### src/rtl/limit_intl_multi.sv
// Multi-channel signed limit interlock: per-channel over/under compare, persistence counting, sticky flags.
// Define LIMIT_INTL_FIRST_FAULT_EN to build the first-fault capture register.
module limit_intl_lane #(
  parameter int DW = 32,
  parameter int CW = 8
) (
  input  logic                 i_clk,
  input  logic                 i_rst,
  input  logic                 valid,
  input  logic                 s1_valid,
  input  logic                 clr,
  input  logic signed [DW-1:0] data,
  input  logic signed [DW-1:0] over_sp,
  input  logic signed [DW-1:0] under_sp,
  input  logic                 over_en,
  input  logic                 under_en,
  input  logic [CW-1:0]        thr,
  output logic                 ov_set,
  output logic                 un_set,
  output logic                 over_flag,
  output logic                 under_flag
);
  logic          ov, un;
  logic [CW-1:0] ov_cnt, un_cnt, ov_nxt, un_nxt;

  // Saturating count; the >= test lets a lowered threshold trip on the next violation.
  function automatic logic [CW-1:0] cnt_step(input logic v, input logic [CW-1:0] c,
                                             input logic [CW-1:0] t);
    if (!v) return '0;
    if (c >= t) return t;
    return c + 1'b1;
  endfunction

  assign ov_nxt = cnt_step(ov, ov_cnt, thr);
  assign un_nxt = cnt_step(un, un_cnt, thr);
  assign ov_set = s1_valid && ov && (ov_nxt == thr);
  assign un_set = s1_valid && un && (un_nxt == thr);

  always_ff @(posedge i_clk or negedge i_rst) begin
    if (!i_rst) begin
      ov         <= 1'b0;
      un         <= 1'b0;
      ov_cnt     <= '0;
      un_cnt     <= '0;
      over_flag  <= 1'b0;
      under_flag <= 1'b0;
    end else begin
      if (valid) begin
        ov <= over_en  && (data > over_sp);
        un <= under_en && (data < under_sp);
      end
      if (clr)           ov_cnt <= '0;
      else if (s1_valid) ov_cnt <= ov_nxt;
      if (clr)           un_cnt <= '0;
      else if (s1_valid) un_cnt <= un_nxt;
      if (ov_set)   over_flag  <= 1'b1;
      else if (clr) over_flag  <= 1'b0;
      if (un_set)   under_flag <= 1'b1;
      else if (clr) under_flag <= 1'b0;
    end
  end
endmodule

module limit_intl_multi #(
  parameter int N_CH = 4,
  parameter int DW   = 32,
  parameter int CW   = 8,
  localparam int CHW = (N_CH > 1) ? $clog2(N_CH) : 1
) (
  input  logic                 i_clk,
  input  logic                 i_rst,
  input  logic [N_CH*DW-1:0]   i_data,
  input  logic                 i_valid,
  input  logic [N_CH*DW-1:0]   i_over_sp,
  input  logic [N_CH*DW-1:0]   i_under_sp,
  input  logic [N_CH-1:0]      i_over_en,
  input  logic [N_CH-1:0]      i_under_en,
  input  logic [CW-1:0]        i_persist,
  input  logic                 i_clr,
  output logic [N_CH-1:0]      o_over_flag,
  output logic [N_CH-1:0]      o_under_flag,
  output logic                 o_intl,
  output logic [CHW-1:0]       o_first_ch,
  output logic                 o_first_type,
  output logic                 o_first_valid
);
  logic [N_CH-1:0][DW-1:0] data_a, osp_a, usp_a;
  logic [N_CH-1:0]         ov_set, un_set;
  logic [1:0]              vld_pipe;
  logic [CW-1:0]           thr;

  assign data_a = i_data;
  assign osp_a  = i_over_sp;
  assign usp_a  = i_under_sp;
  assign thr    = (i_persist == '0) ? CW'(1) : i_persist;
  assign vld_pipe[0] = i_valid;

  always_ff @(posedge i_clk or negedge i_rst) begin
    if (!i_rst) vld_pipe[1] <= 1'b0;
    else        vld_pipe[1] <= vld_pipe[0];
  end

  for (genvar k = 0; k < N_CH; k++) begin : g_lane
    limit_intl_lane #(.DW(DW), .CW(CW)) u_lane (
      .i_clk      (i_clk),
      .i_rst      (i_rst),
      .valid      (vld_pipe[0]),
      .s1_valid   (vld_pipe[1]),
      .clr        (i_clr),
      .data       (data_a[k]),
      .over_sp    (osp_a[k]),
      .under_sp   (usp_a[k]),
      .over_en    (i_over_en[k]),
      .under_en   (i_under_en[k]),
      .thr        (thr),
      .ov_set     (ov_set[k]),
      .un_set     (un_set[k]),
      .over_flag  (o_over_flag[k]),
      .under_flag (o_under_flag[k])
    );
  end

  assign o_intl = |{o_over_flag, o_under_flag};

`ifdef LIMIT_INTL_FIRST_FAULT_EN
  logic [N_CH-1:0] new_ov, new_un;
  logic [CHW-1:0]  cap_ch;
  logic            cap_type, any_new;

  assign new_ov  = ov_set & ~o_over_flag;
  assign new_un  = un_set & ~o_under_flag;
  assign any_new = |{new_ov, new_un};

  // Descending scan so the lowest channel wins; over beats under within a channel.
  always_comb begin
    cap_ch   = '0;
    cap_type = 1'b0;
    for (int k = N_CH - 1; k >= 0; k--) begin
      if (new_ov[k]) begin
        cap_ch   = CHW'(k);
        cap_type = 1'b1;
      end else if (new_un[k]) begin
        cap_ch   = CHW'(k);
        cap_type = 1'b0;
      end
    end
  end

  always_ff @(posedge i_clk or negedge i_rst) begin
    if (!i_rst) begin
      o_first_ch    <= '0;
      o_first_type  <= 1'b0;
      o_first_valid <= 1'b0;
    end else if ((i_clr || !o_first_valid) && any_new) begin
      o_first_ch    <= cap_ch;
      o_first_type  <= cap_type;
      o_first_valid <= 1'b1;
    end else if (i_clr) begin
      o_first_ch    <= '0;
      o_first_type  <= 1'b0;
      o_first_valid <= 1'b0;
    end
  end
`else
  logic unused_set;
  assign unused_set    = ^{ov_set, un_set};
  assign o_first_ch    = '0;
  assign o_first_type  = 1'b0;
  assign o_first_valid = 1'b0;
`endif
endmodule

### config.mk
export PLATFORM = sky130hd
export DESIGN_NAME = limit_intl_multi
export DESIGN_NICKNAME = d
export VERILOG_FILES = /design/src/rtl/limit_intl_multi.sv
export SDC_FILE = /design/constraint.sdc
export NUM_CORES = 1
export LEC_CHECK = 0
export ABC_AREA = 1
export ABC_CLOCK_PERIOD_IN_PS = 5670
export CAP_MARGIN = 40
export CORE_ASPECT_RATIO = 2
export CORE_UTILIZATION = 35
export DETAILED_ROUTE_END_ITERATION = 16
export HOLD_SLACK_MARGIN = 0.12
export PLACE_DENSITY = 0.58
export SLEW_MARGIN = 20
export SYNTH_ARGS = -nofsm -noshare
export SYNTH_HDL_FRONTEND = slang
export SYNTH_SLANG_ARGS = --single-unit
### constraint.sdc
create_clock -name i_clk -period 5.67 [get_ports i_clk]
set_input_delay 1.134 -clock i_clk [delete_from_list [all_inputs] [get_ports i_clk]]
set_output_delay 1.134 -clock i_clk [all_outputs]
set_load 0.1 [all_outputs]
==> run_results.csv <==
group,metric,value,unit
outcome,status,"finished, final reports clean",
clock_network,cts_setup_buffers,0,
sta,tns,0,ns
floorplan,core_area,40900,um2
clock_network,tritoncts,"yes",
sta,period_share,0.665,
floorplan,core.rowCount,105,
routing,wirelength,58000,um
setup_path,cp.required,5.92,ns
yosys,synthTopCellsByCount,"nand2_1 (536), inv_1 (396), ha_1 (324)",
setup_path,arrival,4.03,ns
placement,dp_cells,3143,
floorplan,die_height,290,um
yosys,synth_area,14500,um2
yosys,synthFlopType,"dfrtp_1",
pwr,peakVddDrop,0.135,mV
setup_path,cp.depth,21,
clock_network,clk_pin_slew,0.06,ns
clock_network,cts_resized,0,
floorplan,boundaryPins,417,
yosys,synth-compound-area-share,0.125,
sta,rsz0062_at_grt,"false",
grt,grt_pass1_wl,89100,um
sta,tightest_slew,0.676,ns
placement,portBuffers,412,
setup_path,cp_num_buf_inv,5,
grt,grt_pass1_vias,17200,
yosys,synth-xor-area-share,0.0127,
clock_network,ctsHoldBuffers,0,
clock_network,htree_levels,3,
routing,first_iter_violations,604,
sta,hold_viol_final,0,
yosys,synth-seq-cells,81,
setup_path,crit_path_end_kind,"register",
final_layout,syn_to_final_growth,34.9,%
setup_path,crit_path_start_kind,"input pin",
yosys,synthAdderAreaFrac,0.280,
yosys,syn_avg_cell_area,6.50,um2
sta,max_slew_margin,0.548,
yosys,muxShareOfSynthArea,0,
hold_path,hold_path_depth,2,
floorplan,die_area,42200,um2
job,cap_violations,0,
floorplan,die_w,146,um
grt,antenna_found_initial,14,
sta,slew_violations,0,
yosys,synthDominantCellAreaShare,0.280,
routing,ant_nets,0,
sta,timing.fmax,0.265,GHz
pwr,powerDensity,113,nW/um2
yosys,netlist_instances,2229,
pwr,p_leak,0.0103,uW
routing,drcViolationCount,0,
sta,clock_skew,0.00925,ns
final_layout,drive_gt1_frac,0.0373,
setup_path,crit_type,"input pin to register",
sta,setup_viol_count_final,0,
final_layout,nets,3347,
clock_network,cts_root_buf,"clkbuf_16",
yosys,ys_top_cells_by_area,"ha_1 (28%), dfrtp_1 (14%), nand2_1 (14%)",
setup_path,cp_common_cell,"nand2_1",
yosys,synth.yosys.seq_area_share,0.140,
clock_network,clock_sinks,81,
grt,grt_util_all_layers,0.274,
yosys,ys_types,48,
setup_path,slowest_stage,"clkdlybuf4s50_1",
placement,dpl_cell_area,19200,um2
routing,vias,16500,
yosys,synth_most_common_cell,"nand2_1",
floorplan,start_util,0.354,
final_layout,postLayoutCellArea,19500,um2
yosys,synth_simple_gate_area_frac,0.308,
clock_network,clock_latency,0.36,ns
yosys,yosysTopAreaCell,"ha_1",
placement,hpwl,49400,um
grt,overflow,0,
final_layout,fin_util,0.478,
yosys,synth-edff-count,0,
clock_network,numCtsBuffers,9,
final_layout,stdcell_count,3173,
routing,viasPerCell,5.19,
hold_path,hp-class,"register to register",
yosys,async_reset_ff_frac,1.00,
setup_path,crit_chain,"clkdlybuf4s50_1 > inv_6 > nand3_2 > nor2_4 > nor2_4 > inv_2 > ha_1 > nand2_1 > nor2_1 > nor2_1 > nand2_1 > nand2_2 > nand2_2 > inv_2 > nand4_1 > nand2_1 > clkinv_1 > nand2_1 > nor2_1 > nand3_1 > nand2_1",
sta,final.min_clock_period,3.77,ns
setup_path,rr_worst_depth,5,
grt,grt_max_degree,44,
routing,avgRoutedWirePerCell,18.3,um
setup_path,crit_family,"buffers and inverters",
setup_path,path_max_fanout,24,
routing,firstDrtPassIters,6,
setup_path,crit_path_max_incr_delay,0.49,ns
yosys,synth_top_family_by_area,"simple AND/OR/NAND/NOR gates",
clock_network,clk_path_buf_depth,2,
yosys,yosysWarnings,0,
placement,gp_congestion,0.959,
[kinds of logic (layout without fill, tap and decap cells)]
group                      Yosys count  in the layout
other                                1             18
AOI/OAI and AO/OA                  316            316
buffers and inverters              483            875
xor gates and xnor gates            21             21
and+or+nand+nor                   1003           1003
DFF                                 81             81
adders and majority gates          324            324
[per-stage QoR]
stage | setup slack (ns) | hold WS, ns | total power [uW]
5_1_grt | 1.65 | 0.560 | 2370
3_5_place_dp | 1.55 | 0.536 | 1630
3_3_place_gp | 1.53 | 0.529 | 1610
4_1_cts | 1.92 | 0.548 | 2230
2_1_floorplan | 2.46 | 0.472 | 1130
6_report | 1.90 | 0.557 | 2210
[power breakdown]
part	switching, uW	internal, uW
Combinational	499	488
Sequential	44.9	589
Clock	265	320
Total	808	1400
[worst min-delay path, cell delays in order, from the launching register on]
cell and delay (ns):
dfrtp_1 0.39, nand2_1 0.07, nand2_1 0.06
[area by class of cell]
type	instances	area, um2
fillers	4263	21300
clock buffers	12	256
inverters	420	1600
flip-flops and latches	81	2030
diodes	14	35.0
repair buffers	439	4390
clock inverters	4	27.5
multi-input cells	1668	10500
well taps	535	669
[sequential cells by signal, indices dropped and copies added, names as in the netlist]
name,flops
g_lane.u_lane.over_flag,4
g_lane.u_lane.un,4
g_lane.u_lane.under_flag,4
g_lane.u_lane.ov,4
vld_pipe,1
g_lane.u_lane.ov_cnt,32
g_lane.u_lane.un_cnt,32
[final timing paths]
kind	start	end	slack (ns)
max in group asynchronous	i_rst	g_lane[3].u_lane.ov_cnt[0]	3.85
worst min register to register	g_lane[3].u_lane.over_flag	g_lane[3].u_lane.over_flag	0.56
min in group asynchronous	i_rst	g_lane[0].u_lane.un_cnt[4]	0.76
worst max-delay path	i_persist[7]	g_lane[3].u_lane.over_flag	1.90
worst min-delay path	g_lane[3].u_lane.over_flag	g_lane[3].u_lane.over_flag	0.56
worst max register to register	vld_pipe[1]	g_lane[3].u_lane.un_cnt[0]	2.81
[layer usage]
layer,share of wire,routed length (um),vias to the layer above,global-route usage
met4,0.055,3200,4,0.167
met3,0.059,3440,159,0.0538
met1,0.32,18700,7512,0.240
met2,0.56,32600,596,0.561
li1,-,-,8188,-
met5,0.00043,25,-,0
[cells in the final DEF (no fill, tap or decap), types with 4 or more instances in the layout]
cell type / instances
a211oi_1: 8
a21o_1: 5
a21oi_1: 147
buf_4: 19
buf_8: 9
clkbuf_16: 9
clkdlybuf4s50_1: 411
conb_1: 4
dfrtp_1: 81
diode_2: 14
ha_1: 324
inv_1: 396
inv_2: 16
nand2_1: 535
nand2_2: 13
nand2_4: 6
nand3_1: 166
nand3b_1: 11
nand4_1: 96
nor2_1: 139
nor2_2: 4
nor2_4: 6
nor3_1: 13
nor4_1: 8
o211ai_1: 19
o21a_1: 8
o21ai_0: 63
o21ai_1: 6
o21bai_1: 5
o22ai_1: 32
o31ai_1: 9
o32ai_1: 8
xnor2_1: 4
xor2_1: 17
Power figures use the tool's default switching activity.
